--- src/rtl/enigma_stream_core.sv ---
// enigma_stream_core: streaming Enigma cipher. Stage 1 holds the accepted byte
// with its stepped rotor positions, stage 2 is a 2-entry output skid buffer that
// holds the enciphered result. Rotor positions can be reloaded in-band; the
// pipeline drains first so bytes in flight keep their old settings.
module enigma_stream_core #(
    parameter int                      NUM_ROTORS  = 3,
    parameter logic [3*NUM_ROTORS-1:0] ROTOR_TYPES = {3'd0, 3'd1, 3'd2},
    parameter logic [5*NUM_ROTORS-1:0] RING_POS    = '0,
    parameter logic                    REFLECTOR   = 1'b0,
    parameter logic [5*NUM_ROTORS-1:0] INIT_POS    = '0
) (
    input  logic                    i_clock,
    input  logic                    reset_n,
    input  logic                    i_valid,
    output logic                    o_ready,
    input  logic [7:0]              i_data,
    output logic                    o_valid,
    input  logic                    i_ready,
    output logic [7:0]              o_data,
    input  logic                    cfg_load,
    input  logic [5*NUM_ROTORS-1:0] cfg_pos,
    output logic [5*NUM_ROTORS-1:0] o_pos,
    output logic                    o_busy,
    output logic [15:0]             o_count
);
    // Wirings as ASCII strings, leftmost character is the image of 'A'.
    localparam logic [207:0] WIRE_I   = "EKMFLGDQVZNTOWYHXUSPAIBRCJ";
    localparam logic [207:0] WIRE_II  = "AJDKSIRUXBLHWTMCQGZNPYFVOE";
    localparam logic [207:0] WIRE_III = "BDFHJLCPRTXVZNYEIWGAKMUSQO";
    localparam logic [207:0] WIRE_IV  = "ESOVPZJAYQUIRHXLNFTGKDCMWB";
    localparam logic [207:0] WIRE_V   = "VZBRGITYUPSDNHLXAWMOFCQKJE";
    localparam logic [207:0] REFL_B   = "YRUHQSLDPXNGOKMIEBFZCWVJAT";
    localparam logic [207:0] REFL_C   = "FVPJIAOYEDRZXWGCTKUQSBNMHL";

    typedef enum logic [1:0] {S_RUN = 2'd0, S_DRAIN = 2'd1, S_LOAD = 2'd2} state_t;

    function automatic logic [207:0] wire_of(input logic [2:0] t);
        case (t)
            3'd1:    return WIRE_II;
            3'd2:    return WIRE_III;
            3'd3:    return WIRE_IV;
            3'd4:    return WIRE_V;
            default: return WIRE_I;
        endcase
    endfunction

    function automatic logic [4:0] notch_of(input logic [2:0] t);
        case (t)
            3'd1:    return 5'd4;
            3'd2:    return 5'd21;
            3'd3:    return 5'd9;
            3'd4:    return 5'd25;
            default: return 5'd16;
        endcase
    endfunction

    function automatic logic [4:0] add26(input logic [4:0] a, input logic [4:0] b);
        logic [5:0] s;
        s = {1'b0, a} + {1'b0, b};
        if (s >= 6'd26) s = s - 6'd26;
        return s[4:0];
    endfunction

    function automatic logic [4:0] sub26(input logic [4:0] a, input logic [4:0] b);
        return add26(a, 5'd26 - b);
    endfunction

    // Forward lookup: letter index -> wired letter index.
    function automatic logic [4:0] lut(input logic [207:0] w, input logic [4:0] i);
        logic [7:0] ch;
        ch = 8'd65;
        for (int k = 0; k < 26; k++)
            if (i == 5'(k)) ch = w[8*(25-k) +: 8];
        return 5'(ch - 8'd65);
    endfunction

    // Reverse lookup: find the contact that is wired to x.
    function automatic logic [4:0] inv_lut(input logic [207:0] w, input logic [4:0] x);
        logic [4:0] j;
        j = 5'd0;
        for (int k = 0; k < 26; k++)
            if (w[8*(25-k) +: 8] == 8'd65 + {3'b000, x}) j = 5'(k);
        return j;
    endfunction

    // Rotor offset is position minus ring setting, applied on entry and removed on exit.
    function automatic logic [4:0] rot_fwd(input logic [2:0] t, input logic [4:0] p,
                                           input logic [4:0] r, input logic [4:0] c);
        logic [4:0] sh;
        sh = sub26(p, r);
        return sub26(lut(wire_of(t), add26(c, sh)), sh);
    endfunction

    function automatic logic [4:0] rot_rev(input logic [2:0] t, input logic [4:0] p,
                                           input logic [4:0] r, input logic [4:0] c);
        logic [4:0] sh;
        sh = sub26(p, r);
        return sub26(inv_lut(wire_of(t), add26(c, sh)), sh);
    endfunction

    function automatic logic is_upper(input logic [7:0] b);
        return (b >= 8'd65) && (b <= 8'd90);
    endfunction

    function automatic logic is_lower(input logic [7:0] b);
        return (b >= 8'd97) && (b <= 8'd122);
    endfunction

    state_t                         state;
    logic                           rdy_en;
    logic [NUM_ROTORS-1:0][4:0]     pos, pos_step, cap_pos, load_pos;
    logic                           s1_vld;
    logic [7:0]                     s1_byte;
    logic [NUM_ROTORS-1:0][4:0]     s1_pos;
    logic [1:0][7:0]                fq;
    logic [1:0]                     fcnt;
    logic [7:0]                     enc_byte;
    logic [4:0]                     enc_c;
    logic                           in_xfer, out_xfer, s1_adv, pipe_empty, in_letter;

    assign in_letter  = is_upper(i_data) || is_lower(i_data);
    assign in_xfer    = i_valid && o_ready;
    assign out_xfer   = o_valid && i_ready;
    assign s1_adv     = s1_vld && ((fcnt != 2'd2) || out_xfer);
    assign pipe_empty = !s1_vld && (fcnt == 2'd0);
    // o_ready only looks at registered state, never at i_ready.
    assign o_ready    = rdy_en && (state == S_RUN) && !(s1_vld && (fcnt == 2'd2));
    assign o_valid    = (fcnt != 2'd0);
    assign o_data     = fq[0];
    assign o_busy     = (state != S_RUN);
    assign o_pos      = pos;

    // Odometer step with the middle-rotor double step; rotors above 2 stay put.
    always_comb begin
        pos_step    = pos;
        pos_step[0] = add26(pos[0], 5'd1);
        if (pos[0] == notch_of(ROTOR_TYPES[2:0]) || pos[1] == notch_of(ROTOR_TYPES[5:3]))
            pos_step[1] = add26(pos[1], 5'd1);
        if (pos[1] == notch_of(ROTOR_TYPES[5:3]))
            pos_step[2] = add26(pos[2], 5'd1);
    end

    // Out-of-range reload fields collapse to position 0.
    always_comb begin
        load_pos = cap_pos;
        for (int r = 0; r < NUM_ROTORS; r++)
            if (cap_pos[r] > 5'd25) load_pos[r] = 5'd0;
    end

    // Stage 2 cipher path: rotors forward, reflector, rotors back.
    always_comb begin
        enc_byte = s1_byte;
        enc_c    = 5'd0;
        if (is_upper(s1_byte) || is_lower(s1_byte)) begin
            enc_c = is_upper(s1_byte) ? 5'(s1_byte - 8'd65) : 5'(s1_byte - 8'd97);
            for (int r = 0; r < NUM_ROTORS; r++)
                enc_c = rot_fwd(ROTOR_TYPES[3*r +: 3], s1_pos[r], RING_POS[5*r +: 5], enc_c);
            enc_c = lut(REFLECTOR ? REFL_C : REFL_B, enc_c);
            for (int r = NUM_ROTORS - 1; r >= 0; r--)
                enc_c = rot_rev(ROTOR_TYPES[3*r +: 3], s1_pos[r], RING_POS[5*r +: 5], enc_c);
            enc_byte = (is_upper(s1_byte) ? 8'd65 : 8'd97) + {3'b000, enc_c};
        end
    end

    // Control FSM: rotor positions, letter count and the drain-then-load sequence.
    always_ff @(posedge i_clock or negedge reset_n) begin
        if (!reset_n) begin
            state   <= S_RUN;
            rdy_en  <= 1'b0;
            pos     <= INIT_POS;
            cap_pos <= '0;
            o_count <= '0;
        end else begin
            rdy_en <= 1'b1;
            case (state)
                S_RUN: begin
                    if (in_xfer && in_letter) begin
                        pos     <= pos_step;
                        o_count <= o_count + 16'd1;
                    end
                    if (cfg_load) begin
                        cap_pos <= cfg_pos;
                        state   <= (pipe_empty && !in_xfer) ? S_LOAD : S_DRAIN;
                    end
                end
                S_DRAIN: if (pipe_empty) state <= S_LOAD;
                S_LOAD: begin
                    pos     <= load_pos;
                    o_count <= '0;
                    state   <= S_RUN;
                end
                default: state <= S_RUN;
            endcase
        end
    end

    // Datapath: stage 1 register and the 2-entry output skid buffer (head in fq[0]).
    always_ff @(posedge i_clock or negedge reset_n) begin
        if (!reset_n) begin
            s1_vld  <= 1'b0;
            s1_byte <= '0;
            s1_pos  <= '0;
            fq      <= '0;
            fcnt    <= '0;
        end else begin
            if (in_xfer) begin
                s1_vld  <= 1'b1;
                s1_byte <= i_data;
                s1_pos  <= pos_step;
            end else if (s1_adv) begin
                s1_vld <= 1'b0;
            end
            case ({s1_adv, out_xfer})
                2'b10: begin
                    if (fcnt == 2'd0) fq[0] <= enc_byte;
                    else              fq[1] <= enc_byte;
                    fcnt <= fcnt + 2'd1;
                end
                2'b01: begin
                    fq[0] <= fq[1];
                    fcnt  <= fcnt - 2'd1;
                end
                2'b11: begin
                    if (fcnt == 2'd1) fq[0] <= enc_byte;
                    else begin
                        fq[0] <= fq[1];
                        fq[1] <= enc_byte;
                    end
                end
                default: ;
            endcase
        end
    end
endmodule

--- config.mk ---
export PLATFORM = sky130hd
export DESIGN_NAME = enigma_stream_core
export DESIGN_NICKNAME = d
export VERILOG_FILES = /design/src/rtl/enigma_stream_core.sv
export SDC_FILE = /design/constraint.sdc
export NUM_CORES = 1
export LEC_CHECK = 0
export CORE_ASPECT_RATIO = 0.75
export CORE_MARGIN = 4
export CORE_UTILIZATION = 40
export CTS_CLUSTER_DIAMETER = 60
export DETAILED_ROUTE_END_ITERATION = 8
export SYNTH_ARGS = -nofsm -noshare
export SYNTH_HDL_FRONTEND = slang
export SYNTH_SLANG_ARGS = --single-unit
--- constraint.sdc ---
create_clock -name i_clock -period 54.3 [get_ports i_clock]
set_input_delay 8.145 -clock i_clock [delete_from_list [all_inputs] [get_ports i_clock]]
set_output_delay 8.145 -clock i_clock [all_outputs]
set_load 0.05 [all_outputs]
==> impl_metrics.csv <==
group,metric,value,unit
clocking,ctsHoldBuffers,0,
grt,grtUsageTotal,17.0,%
grt,globalRouteMet3Util,3.16,%
sta,maxSlewHeadroom,28.2,%
sta,fmax,30.3,MHz
drt,routed-via-count,10518,
critical_path,cp-end-kind,"flip-flop",
finish,drive_gt1_share,7.02,%
sta,hold_viol,0,
grt,grtUsageMet2,24.9,%
drt,first_pass_iteration_count_of_the_detailed_router,6,
synth,ys_async_sr_fraction,100,%
drt,postRouteAntennaNets,0,
synth,postSynthCellCount,1444,
clocking,clk_transition_reported_paths,0.07,ns
grt,antenna_found_initial,0,
sta,timing.final.crit_share,60.7,%
clocking,worstSkewPairLatency,0.34,ns
critical_path,crit_path_top_delay_cell,"sky130_fd_sc_hd__fa_1",
die,rows,53,
flow_run,maxCapViolCount,0,
hold_path,min_path_type,"reg -> reg",
clocking,htreeDepth,3,
sta,transition_time_at_the_pin_with_the_least_slew_margin,1.08,ns
sta,post_layout_min_period,32.96,ns
critical_path,slowest_delay,0.75,ns
synth,synth_enable_flop_cells,0,
clocking,tritoncts,"done",
drt,wl_per_instance,14.7,µm
sta,worst_hold_slack,0.482,ns
finish,fin_nets,1616,
status,run_status,"complete, no violations",
critical_path,crit_path_frequent_cell,"sky130_fd_sc_hd__a21oi_1",
die,design.die.area,31200,µm²
place,placed_cells_incl_taps,1851,
clocking,ctsLongestPathBuffers,2,
critical_path,timing.critical_path.arrival,33.14,ns
die,num_io_pins,70,
clocking,cts_root_buffer,"sky130_fd_sc_hd__clkbuf_16",
drt,residual_drc_count,0,
die,start_util,40.6,%
synth,synth_sequential_area_ratio,20.1,%
grt,grt_use_met1,26.3,%
critical_path,worst-path-max-fanout,12,
synth,yosys_warnings,0,
finish,layout.filler_cells,2794,
synth,postSynthAreaPerCell,7.87,µm²
sta,timing.final.max_slew_violations,0,
drt,routed_wirelength,27500,µm
synth,synth_fp_nets,1583,
grt,pin_count_of_the_biggest_net_entering_global_routing,61,
grt,gr-total-overflow,0,
grt,grt_first_pass_wirelength,46300,µm
clocking,cts_setup_buffers,0,
finish,layout-area-overhead-vs-synth,11.2,%
finish,finish.utilization,45.1,%
place,finalWeightedCongestion,0.906,
synth,synth_top_flop_cell,"sky130_fd_sc_hd__dfrtp_1",
die,die_y,154,µm
synth,synthesis.area,11400,µm²
place,dp_hpwl,21200,µm
sta,final.setup_skew,0.00802,ns
finish,diodes,0,
clocking,numClockSinks,91,
grt,top_usage_layer,"met1",
sta,grt_setup_unrepaired,"no",
die,die_x,203,µm
sta,finalSetupTns,0,ns
finish,fin_cells,1866,
sta,finalSetupViolCount,0,
critical_path,worst-setup-path-type,"reg -> reg",
synth,yosysUniqueCellTypes,100,
clocking,inserted_clock_buffers,9,
drt,detail_route.vias_per_cell,5.64,
place,io_buffer_count,69,
clocking,post_cts_resize_count,0,
drt,drt-initial-drc-count,950,
critical_path,worstPathRequired,54.48,ns
critical_path,start_kind,"flip-flop",
finish,multi_input_comb_area,8500,µm²
die,floorplan.core_area,28000,µm²
finish,flip_flop_and_latch_area,2280,µm²
synth,register_bit_total_from_synthesis,91,
grt,grt_pass1_vias,9519,
[sequential cells by signal (all words and copies together), names as in the netlist, 2 cells and up]
signal,count
cap_pos,15
fcnt,2
fq,8
o_count,16
o_data,8
o_pos,15
s1_byte,8
s1_pos,15
state,2
[layout by cell type (no fill, tap or decap), types with 40 or more instances in the layout]
cell                                n
sky130_fd_sc_hd__ha_1             101
sky130_fd_sc_hd__clkdlybuf4s50_1   68
sky130_fd_sc_hd__nor2_1           105
sky130_fd_sc_hd__a21oi_1          113
sky130_fd_sc_hd__o21ai_0          110
sky130_fd_sc_hd__mux2_2            40
sky130_fd_sc_hd__dfrtp_1           91
sky130_fd_sc_hd__inv_1             89
sky130_fd_sc_hd__xnor2_1           77
sky130_fd_sc_hd__nand2_1          160
[through the flow]
stage / setup slack [ns] / area (µm²)
after floorplan: 26.28 / 11400
after global placement: 22.16 / 12300
after detailed placement: 21.81 / 12300
after CTS: 21.68 / 12600
after global routing: 18.11 / 12600
final: 21.34 / 12600
[cells in the mapped netlist (12+ instances only)]
library cell / instances / share of area [%]
sky130_fd_sc_hd__o31ai_1: 12 / 0.79
sky130_fd_sc_hd__o211ai_1: 18 / 1.2
sky130_fd_sc_hd__a211oi_1: 12 / 0.79
sky130_fd_sc_hd__o22ai_1: 12 / 0.66
sky130_fd_sc_hd__dfrtp_1: 91 / 20
sky130_fd_sc_hd__clkbuf_1: 35 / 1.2
sky130_fd_sc_hd__inv_1: 89 / 2.9
sky130_fd_sc_hd__mux2_2: 40 / 4.0
sky130_fd_sc_hd__nor2_1: 105 / 3.5
sky130_fd_sc_hd__xnor2_1: 77 / 5.9
sky130_fd_sc_hd__or3_1: 16 / 0.88
sky130_fd_sc_hd__nand3_1: 36 / 1.6
sky130_fd_sc_hd__o21ai_0: 110 / 4.8
sky130_fd_sc_hd__nand2b_1: 17 / 0.94
sky130_fd_sc_hd__and2_1: 14 / 0.77
sky130_fd_sc_hd__nand4_1: 13 / 0.72
sky130_fd_sc_hd__mux2i_1: 23 / 2.0
sky130_fd_sc_hd__nand2_1: 160 / 5.3
sky130_fd_sc_hd__nor3_1: 25 / 1.1
sky130_fd_sc_hd__nor2b_1: 19 / 1.0
sky130_fd_sc_hd__and3_1: 13 / 0.72
sky130_fd_sc_hd__a21o_1: 28 / 1.9
sky130_fd_sc_hd__xor2_1: 36 / 2.8
sky130_fd_sc_hd__a31oi_1: 19 / 1.0
sky130_fd_sc_hd__ha_1: 101 / 11
sky130_fd_sc_hd__a21oi_1: 113 / 5.0
[cell families after synthesis]
kind of cell / count (synthesis) / synth area share (%)
AOI/OAI and AO/OA: 467 / 27.9
and+or+nand+nor: 452 / 18.9
buffers and inverters: 144 / 5.14
xor gates and xnor gates: 114 / 8.91
adders and majority gates: 111 / 12.9
DFF: 91 / 20.1
muxes: 64 / 6.11
other: 1 / 0.0330
[cell type report]
class                   count  share of cell area, %
multi-input cells        1209                   67.3
clock inverters             6                  0.515
well taps                 385                   3.82
inverters                  91                   2.71
flip-flops and latches     91                   18.0
repair buffers             75                   5.81
clock buffers               9                   1.78
[critical path: cells and delay by family, from the launching register on]
family / cells / cell delay [ns]
adder cells (fa/ha/maj): 19 / 7.49
flip-flops: 1 / 0.43
XOR/XNOR: 13 / 3.24
AO/OA/AOI/OAI: 56 / 12.49
AND/OR/NAND/NOR: 29 / 6.31
multiplexers: 6 / 1.64
buffers and inverters: 12 / 1.15
[layer usage]
metal	wire length (µm)	part of all wire, %
met1	14500	53
met4	197	0.72
met5	0	0
met2	11200	41
met3	1540	5.6
[worst paths after layout]
kind	start	end	slack, ns	cells past startpoint
max in group asynchronous	reset_n	o_pos[6]	45.43	2
min	o_data[3]	o_data[3]	0.48	2
min reg2reg	o_data[3]	o_data[3]	0.48	2
min in group asynchronous	reset_n	fq[11]	7.74	1
max	s1_pos[1]	o_data[5]	21.34	135
max reg2reg	s1_pos[1]	o_data[5]	21.34	135
Power is left out: the tool's default activity adds up to more than one toggle a clock period on the data nets, which glitch-free logic cannot reach.
